===== src/rtl/uart_rx_fast_stream_driver.sv =====
// Fast-link UART receiver: 8N1 bytes out as one-cycle outclk/out strobes,
// packet end signalled by a line-idle gap with the packet's byte count.
module uart_rx_fast_stream_driver #(
    parameter int unsigned CLKS_PER_BIT = 10,
    parameter int unsigned IDLE_CLKS    = 200,
    parameter int unsigned COUNT_WIDTH  = 16
) (
    input  logic                   clk,
    input  logic                   rst,
    input  logic                   rxd,
    output logic                   outclk,
    output logic [7:0]             out,
    output logic                   frame_err,
    output logic                   done,
    output logic [COUNT_WIDTH-1:0] count
);

    localparam int unsigned TIMER_W = $clog2(CLKS_PER_BIT);
    localparam int unsigned IDLE_W  = $clog2(IDLE_CLKS + 1);

    localparam logic [TIMER_W-1:0] HALF_LOAD = TIMER_W'(CLKS_PER_BIT / 2 - 1);
    localparam logic [TIMER_W-1:0] BIT_LOAD  = TIMER_W'(CLKS_PER_BIT - 1);
    localparam logic [IDLE_W-1:0]  IDLE_MAX  = IDLE_W'(IDLE_CLKS);
    localparam logic [IDLE_W-1:0]  IDLE_LAST = IDLE_W'(IDLE_CLKS - 1);

    typedef enum logic [2:0] {
        S_IDLE,
        S_START,
        S_DATA,
        S_STOP,
        S_BREAK
    } state_t;

    logic                   r_sync1;
    logic                   r_rs;
    state_t                 r_state;
    logic [TIMER_W-1:0]     r_timer;
    logic [2:0]             r_bit_idx;
    logic [7:0]             r_shift;
    logic [COUNT_WIDTH-1:0] r_byte_cnt;
    logic                   r_pkt;
    logic [IDLE_W-1:0]      r_idle_cnt;
    logic                   w_timer_zero;

    assign w_timer_zero = (r_timer == '0);

    // Two-flop synchronizer for the asynchronous line; resets to idle-high.
    always_ff @(posedge clk) begin
        if (rst) begin
            r_sync1 <= 1'b1;
            r_rs    <= 1'b1;
        end else begin
            r_sync1 <= rxd;
            r_rs    <= r_sync1;
        end
    end

    // Frame FSM, byte counting and idle-gap packet termination.
    always_ff @(posedge clk) begin
        if (rst) begin
            r_state    <= S_IDLE;
            r_timer    <= '0;
            r_bit_idx  <= '0;
            r_shift    <= '0;
            r_byte_cnt <= '0;
            r_pkt      <= 1'b0;
            r_idle_cnt <= '0;
            outclk     <= 1'b0;
            out        <= '0;
            frame_err  <= 1'b0;
            done       <= 1'b0;
            count      <= '0;
        end else begin
            outclk    <= 1'b0;
            frame_err <= 1'b0;
            done      <= 1'b0;

            case (r_state)
                S_IDLE: begin
                    if (!r_rs) begin
                        r_timer <= HALF_LOAD;
                        r_state <= S_START;
                    end
                end
                S_START: begin
                    if (!w_timer_zero) begin
                        r_timer <= r_timer - TIMER_W'(1);
                    end else if (r_rs) begin
                        // Start bit not low at its centre: treat as a glitch.
                        r_state <= S_IDLE;
                    end else begin
                        r_timer   <= BIT_LOAD;
                        r_bit_idx <= '0;
                        r_state   <= S_DATA;
                    end
                end
                S_DATA: begin
                    if (!w_timer_zero) begin
                        r_timer <= r_timer - TIMER_W'(1);
                    end else begin
                        r_shift   <= {r_rs, r_shift[7:1]};
                        r_timer   <= BIT_LOAD;
                        r_bit_idx <= r_bit_idx + 3'd1;
                        if (r_bit_idx == 3'd7) begin
                            r_state <= S_STOP;
                        end
                    end
                end
                S_STOP: begin
                    if (!w_timer_zero) begin
                        r_timer <= r_timer - TIMER_W'(1);
                    end else if (r_rs) begin
                        // Return to IDLE mid-stop-bit so back-to-back frames are caught.
                        out        <= r_shift;
                        outclk     <= 1'b1;
                        r_byte_cnt <= r_byte_cnt + COUNT_WIDTH'(1);
                        r_pkt      <= 1'b1;
                        r_state    <= S_IDLE;
                    end else begin
                        frame_err <= 1'b1;
                        r_state   <= S_BREAK;
                    end
                end
                S_BREAK: begin
                    if (r_rs) begin
                        r_state <= S_IDLE;
                    end
                end
                default: r_state <= S_IDLE;
            endcase

            // Idle-gap counter; only counts in IDLE so it never overlaps a byte strobe.
            if (r_state == S_IDLE && r_rs) begin
                if (r_idle_cnt != IDLE_MAX) begin
                    r_idle_cnt <= r_idle_cnt + IDLE_W'(1);
                    if (r_idle_cnt == IDLE_LAST && r_pkt) begin
                        done       <= 1'b1;
                        count      <= r_byte_cnt;
                        r_byte_cnt <= '0;
                        r_pkt      <= 1'b0;
                    end
                end
            end else begin
                r_idle_cnt <= '0;
            end
        end
    end

endmodule


===== config.mk =====
export PLATFORM = sky130hd
export DESIGN_NAME = uart_rx_fast_stream_driver
export DESIGN_NICKNAME = d
export VERILOG_FILES = /design/src/rtl/uart_rx_fast_stream_driver.sv
export SDC_FILE = /design/constraint.sdc
export NUM_CORES = 1
export LEC_CHECK = 0
export BUFFER_PORTS_ARGS = -buffer_cell sky130_fd_sc_hd__buf_4
export CORE_ASPECT_RATIO = 0.6
export CORE_UTILIZATION = 60
export CTS_BUF_LIST = sky130_fd_sc_hd__clkbuf_4
export DETAILED_ROUTE_END_ITERATION = 10
export PLACE_DENSITY = 0.9
export SYNTH_ARGS = -nofsm -noshare
export SYNTH_HDL_FRONTEND = slang
export SYNTH_SLANG_ARGS = --single-unit

===== constraint.sdc =====
create_clock -name clk -period 5.9 [get_ports clk]
set_input_delay 0.59 -clock clk [delete_from_list [all_inputs] [get_ports clk]]
set_output_delay 0.59 -clock clk [all_outputs]
set_load 0.005 [all_outputs]

==> report_table.html <==
<table>
<tr><th>Metric</th><th>Value</th></tr>
<tr><th colspan="2">Clock network</th></tr>
<tr><td>Number of instances resized during post-cts repair</td><td>0</td></tr>
<tr><td>Number of hold buffers added after CTS</td><td>0</td></tr>
<tr><td>CTS tree</td><td>built</td></tr>
<tr><td>Total clock buffers created by CTS</td><td>9</td></tr>
<tr><td>Insertion delay of the later-clocked pin in the worst-skew pair</td><td>0.42 ns</td></tr>
<tr><td>Max clock buf depth</td><td>2</td></tr>
<tr><td>CTS H-tree depth</td><td>3</td></tr>
<tr><td>Num Clock Sinks</td><td>72</td></tr>
<tr><td>Post-CTS Setup Repair Bufs</td><td>0</td></tr>
<tr><td>CTS root buffer</td><td>clkbuf_4</td></tr>
<tr><td>Clock transition time at the flip-flop clock pins of the worst setup and hold paths</td><td>0.12 ns</td></tr>
<tr><th colspan="2">Critical path</th></tr>
<tr><td>Arrival time of data at the critical path endpoint</td><td>2.75 ns</td></tr>
<tr><td>Startpoint type of the worst setup path</td><td>register</td></tr>
<tr><td>Crit Path Category</td><td>reg2reg</td></tr>
<tr><td>Worst path max stage delay</td><td>0.62 ns</td></tr>
<tr><td>Element type at the critical path end</td><td>register</td></tr>
<tr><td>Cells along the critical path</td><td>inv_1 -&gt; ha_1 -&gt; or3b_1 -&gt; or4_4 -&gt; or3_1 -&gt; a21oi_1</td></tr>
<tr><td>Cell type of the slowest stage on the worst timing path</td><td>or4_4</td></tr>
<tr><td>Startpoint of the worst register-to-register path</td><td>r_timer[0]</td></tr>
<tr><td>Largest fanout on the critical path</td><td>11</td></tr>
<tr><td>First element of the critical path</td><td>r_timer[0]</td></tr>
<tr><td>Data required time at the worst endpoint</td><td>6.26 ns</td></tr>
<tr><th colspan="2">STA</th></tr>
<tr><td>Maximum operating frequency</td><td>0.418 GHz</td></tr>
<tr><td>Slew Viols, Final</td><td>0</td></tr>
<tr><td>Transition time of the tightest slew-check pin</td><td>1.07 ns</td></tr>
<tr><td>Number of hold violations in the final report</td><td>0</td></tr>
<tr><td>Worst-case clock skew</td><td>0.0109 ns</td></tr>
<tr><td>PnR worst setup slack</td><td>3.50 ns</td></tr>
<tr><td>Unrepaired setup endpoints after global routing</td><td>no</td></tr>
<tr><td>Worst slew margin relative to its limit</td><td>28.7%</td></tr>
<tr><td>Share of the cycle needed by the critical path after routing</td><td>40.6%</td></tr>
<tr><td>Final critical-path required period</td><td>2.40 ns</td></tr>
<tr><td>Setup-violating endpoint count in the final report</td><td>0</td></tr>
<tr><td>Total negative slack</td><td>0 ns</td></tr>
<tr><th colspan="2">Synthesis</th></tr>
<tr><td>Post-synthesis cell type with the largest combined area</td><td>dfxtp_1</td></tr>
<tr><td>Synthesis warning total</td><td>0</td></tr>
<tr><td>Syn Std Cell Area</td><td>2990 sq um</td></tr>
<tr><td>Async SR Flop Fraction</td><td>0%</td></tr>
<tr><td>Most instantiated cells after synthesis</td><td>dfxtp_1, nor2_1, nand2_1</td></tr>
<tr><td>Count of distinct cell types in the synthesized netlist</td><td>48</td></tr>
<tr><td>Top flip-flop cell by instance count after synthesis</td><td>dfxtp_1</td></tr>
<tr><td>Number of enable-type register cells in the synthesized netlist</td><td>0</td></tr>
<tr><td>Flip-flop and latch count after synthesis</td><td>72</td></tr>
<tr><td>Area share of the largest cell type after synthesis</td><td>48.2%</td></tr>
<tr><td>Per-instance average area after synthesis</td><td>9.35 sq um</td></tr>
<tr><td>Post-Synthesis Net Count</td><td>330</td></tr>
<tr><td>Register area share after synthesis</td><td>48.2%</td></tr>
<tr><td>Number of cells produced by synthesis</td><td>320</td></tr>
<tr><td>Most frequently used cell type in the post-synthesis netlist</td><td>dfxtp_1</td></tr>
<tr><td>Cells taking the most area after synthesis</td><td>dfxtp_1, nor2_1, mux2i_1, nand2_1, a22o_1</td></tr>
<tr><th colspan="2">Detailed routing</th></tr>
<tr><td>Number of nets with antenna violations after routing</td><td>0</td></tr>
<tr><td>Vias</td><td>2,400</td></tr>
<tr><td>Detailed-route vias per instance</td><td>5.83</td></tr>
<tr><td>Violation count after the first detailed-routing iteration</td><td>126</td></tr>
<tr><td>Mean routed wirelength per cell</td><td>15.0 um</td></tr>
<tr><td>Number of detailed-routing iterations run before antenna repair</td><td>5</td></tr>
<tr><td>Routed Wire Length</td><td>6190 um</td></tr>
<tr><td>DR DRC count</td><td>0</td></tr>
<tr><th colspan="2">Placed design</th></tr>
<tr><td>Final weighted congestion of routability-driven global placement</td><td>0.846</td></tr>
<tr><td>Half-perimeter wire length of the detailed placement result</td><td>4190 um</td></tr>
<tr><td>Post-Place Worst Slack</td><td>3.55 ns</td></tr>
<tr><td>Buffers on Ports</td><td>29</td></tr>
<tr><td>Placed Cells incl. Taps</td><td>396</td></tr>
<tr><th colspan="2">Power and ir drop</th></tr>
<tr><td>Static Leak</td><td>1.25 nW</td></tr>
<tr><td>Largest vdd supply drop</td><td>0.000202 V</td></tr>
<tr><td>PD cells</td><td>265 nW/um^2</td></tr>
<tr><th colspan="2">Global route</th></tr>
<tr><td>Overflow left after global routing</td><td>0</td></tr>
<tr><td>Initial antenna violation count</td><td>0</td></tr>
<tr><td>Met3 demand-to-capacity share in global routing</td><td>8.13%</td></tr>
<tr><td>Global Route met2 Usage</td><td>41.7%</td></tr>
<tr><td>Maximum number of pins on one net before global-route repair</td><td>36</td></tr>
<tr><td>Busiest layer in global routing</td><td>met2</td></tr>
<tr><td>Global-route wire length before repair</td><td>10,600 um</td></tr>
<tr><td>Number of global-route vias before repair</td><td>2,306</td></tr>
<tr><td>Total Routing Usage GR</td><td>25.8%</td></tr>
<tr><td>Met1 track demand over resource in global routing</td><td>32.7%</td></tr>
<tr><th colspan="2">Run</th></tr>
<tr><td>Max-cap violation count</td><td>0</td></tr>
<tr><th colspan="2">Layout</th></tr>
<tr><td>Antenna fix cells</td><td>0</td></tr>
<tr><td>Number of nets in the layout</td><td>354</td></tr>
<tr><td>Layout fillers</td><td>355</td></tr>
<tr><td>Number of cells in the finished layout apart from fillers</td><td>412</td></tr>
<tr><td>Layout cells sized above 1</td><td>17.5%</td></tr>
<tr><td>Post-synthesis to final-layout area growth</td><td>12.5%</td></tr>
<tr><th colspan="2">Die</th></tr>
<tr><td>Number of placement rows</td><td>19</td></tr>
<tr><td>Die width</td><td>93.2 um</td></tr>
<tr><td>Starting utilization of the core area</td><td>63.9%</td></tr>
<tr><td>Full die area</td><td>5280 sq um</td></tr>
<tr><td>CORE AREA</td><td>4680 sq um</td></tr>
<tr><td>Vertical die dimension</td><td>56.7 um</td></tr>
<tr><td>I/O pin cnt</td><td>30</td></tr>
<tr><th colspan="2">Min path</th></tr>
<tr><td>Path class of the lowest-slack min-delay path</td><td>in2reg</td></tr>
<tr><td>Startpoint of the tightest hold check path</td><td>rxd</td></tr>
<tr><th colspan="2">Outcome</th></tr>
<tr><td>Result of the run</td><td>finished clean</td></tr>
</table>
## final timing paths
path                                       end  slack (ns)  depth (start not counted)
worst max register to register  r_byte_cnt[10]        3.50                          6
worst min-delay path                   r_sync1        0.36                          2
worst min register to register            r_rs        0.42                          1
worst max-delay path            r_byte_cnt[10]        3.50                          6
## cell usage in the layout (no fill, tap or decap), types with 3 or more instances in the layout
master / count
ha_1: 7
clkbuf_4: 10
nand3_1: 12
nand2b_1: 4
dfxtp_1: 72
or3_1: 6
a21oi_1: 17
o21ai_0: 8
mux2i_1: 11
and4_1: 3
and3_1: 3
nor3_1: 10
inv_1: 7
nand4_1: 5
xnor2_1: 7
a22o_2: 6
nand2_1: 27
a22o_1: 11
or2_2: 4
nor2_1: 40
xor2_1: 8
buf_4: 31
## report_power, final
part	internal (mW)	switching, mW	total [mW]
logic	0.0162	0.0304	0.0466
registers	0.490	0.00717	0.498
clock network	0.175	0.172	0.347
total	0.681	0.210	0.891
## logic make-up after synthesis
| family | count (synthesis) | share of synthesized area (%) |
|---|---|---|
| multiplexers | 12 | 4.06 |
| XOR/XNOR | 15 | 4.39 |
| buffers and inverters | 25 | 4.10 |
| AND/OR/NAND/NOR | 132 | 23.0 |
| AO/OA/AOI/OAI | 57 | 13.4 |
| flip-flops | 72 | 48.2 |
| adder cells (fa/ha/maj) | 7 | 2.93 |
## per-stage QoR
step	hold slack (ns)	power [mW]	cell area (sq um)	util, %
after floorplan	0.389	0.543	2990	-
after global placement	0.393	0.551	3210	68.5
after detailed placement	0.399	0.554	3210	68.5
after CTS	0.344	0.894	3370	71.9
after global routing	0.330	0.922	3370	71.9
final	0.355	0.891	3370	71.9
## cell type report
type / instances / area (sq um) / share of cell area (%)
Sequential cell: 72 / 1440 / 42.8
Multi-Input combinational cell: 223 / 1430 / 42.4
Timing Repair Buffer: 31 / 233 / 6.91
Clock inverter: 6 / 83.8 / 2.49
Tap cell: 63 / 78.8 / 2.34
Clock buffer: 10 / 75.1 / 2.23
Inverter: 7 / 26.3 / 0.780
## state kept, by name, summed over array words and instances, names as in the netlist
signal      cells
count          16
r_byte_cnt     16
out             8
r_idle_cnt      8
r_shift         8
r_timer         4
r_bit_idx       3
r_state         3
done            1
frame_err       1
outclk          1
r_pkt           1
r_rs            1
r_sync1         1
## metal layers
layer  part of all wire (%)  wire [um]
met5                      0          0
met4                   0.92         57
met3                    5.4        335
met2                     47       2940
met1                     46       2860
## worst max-delay path: cells and delay by family, from the launching register on
kind / cells / cell delay, ns
AO/OA/AOI/OAI: 1 / 0.15
adder cells (fa/ha/maj): 1 / 0.21
buffers and inverters: 1 / 0.17
flip-flops: 1 / 0.34
AND/OR/NAND/NOR: 3 / 1.48
No activity file was read; power rests on OpenSTA's default activity.
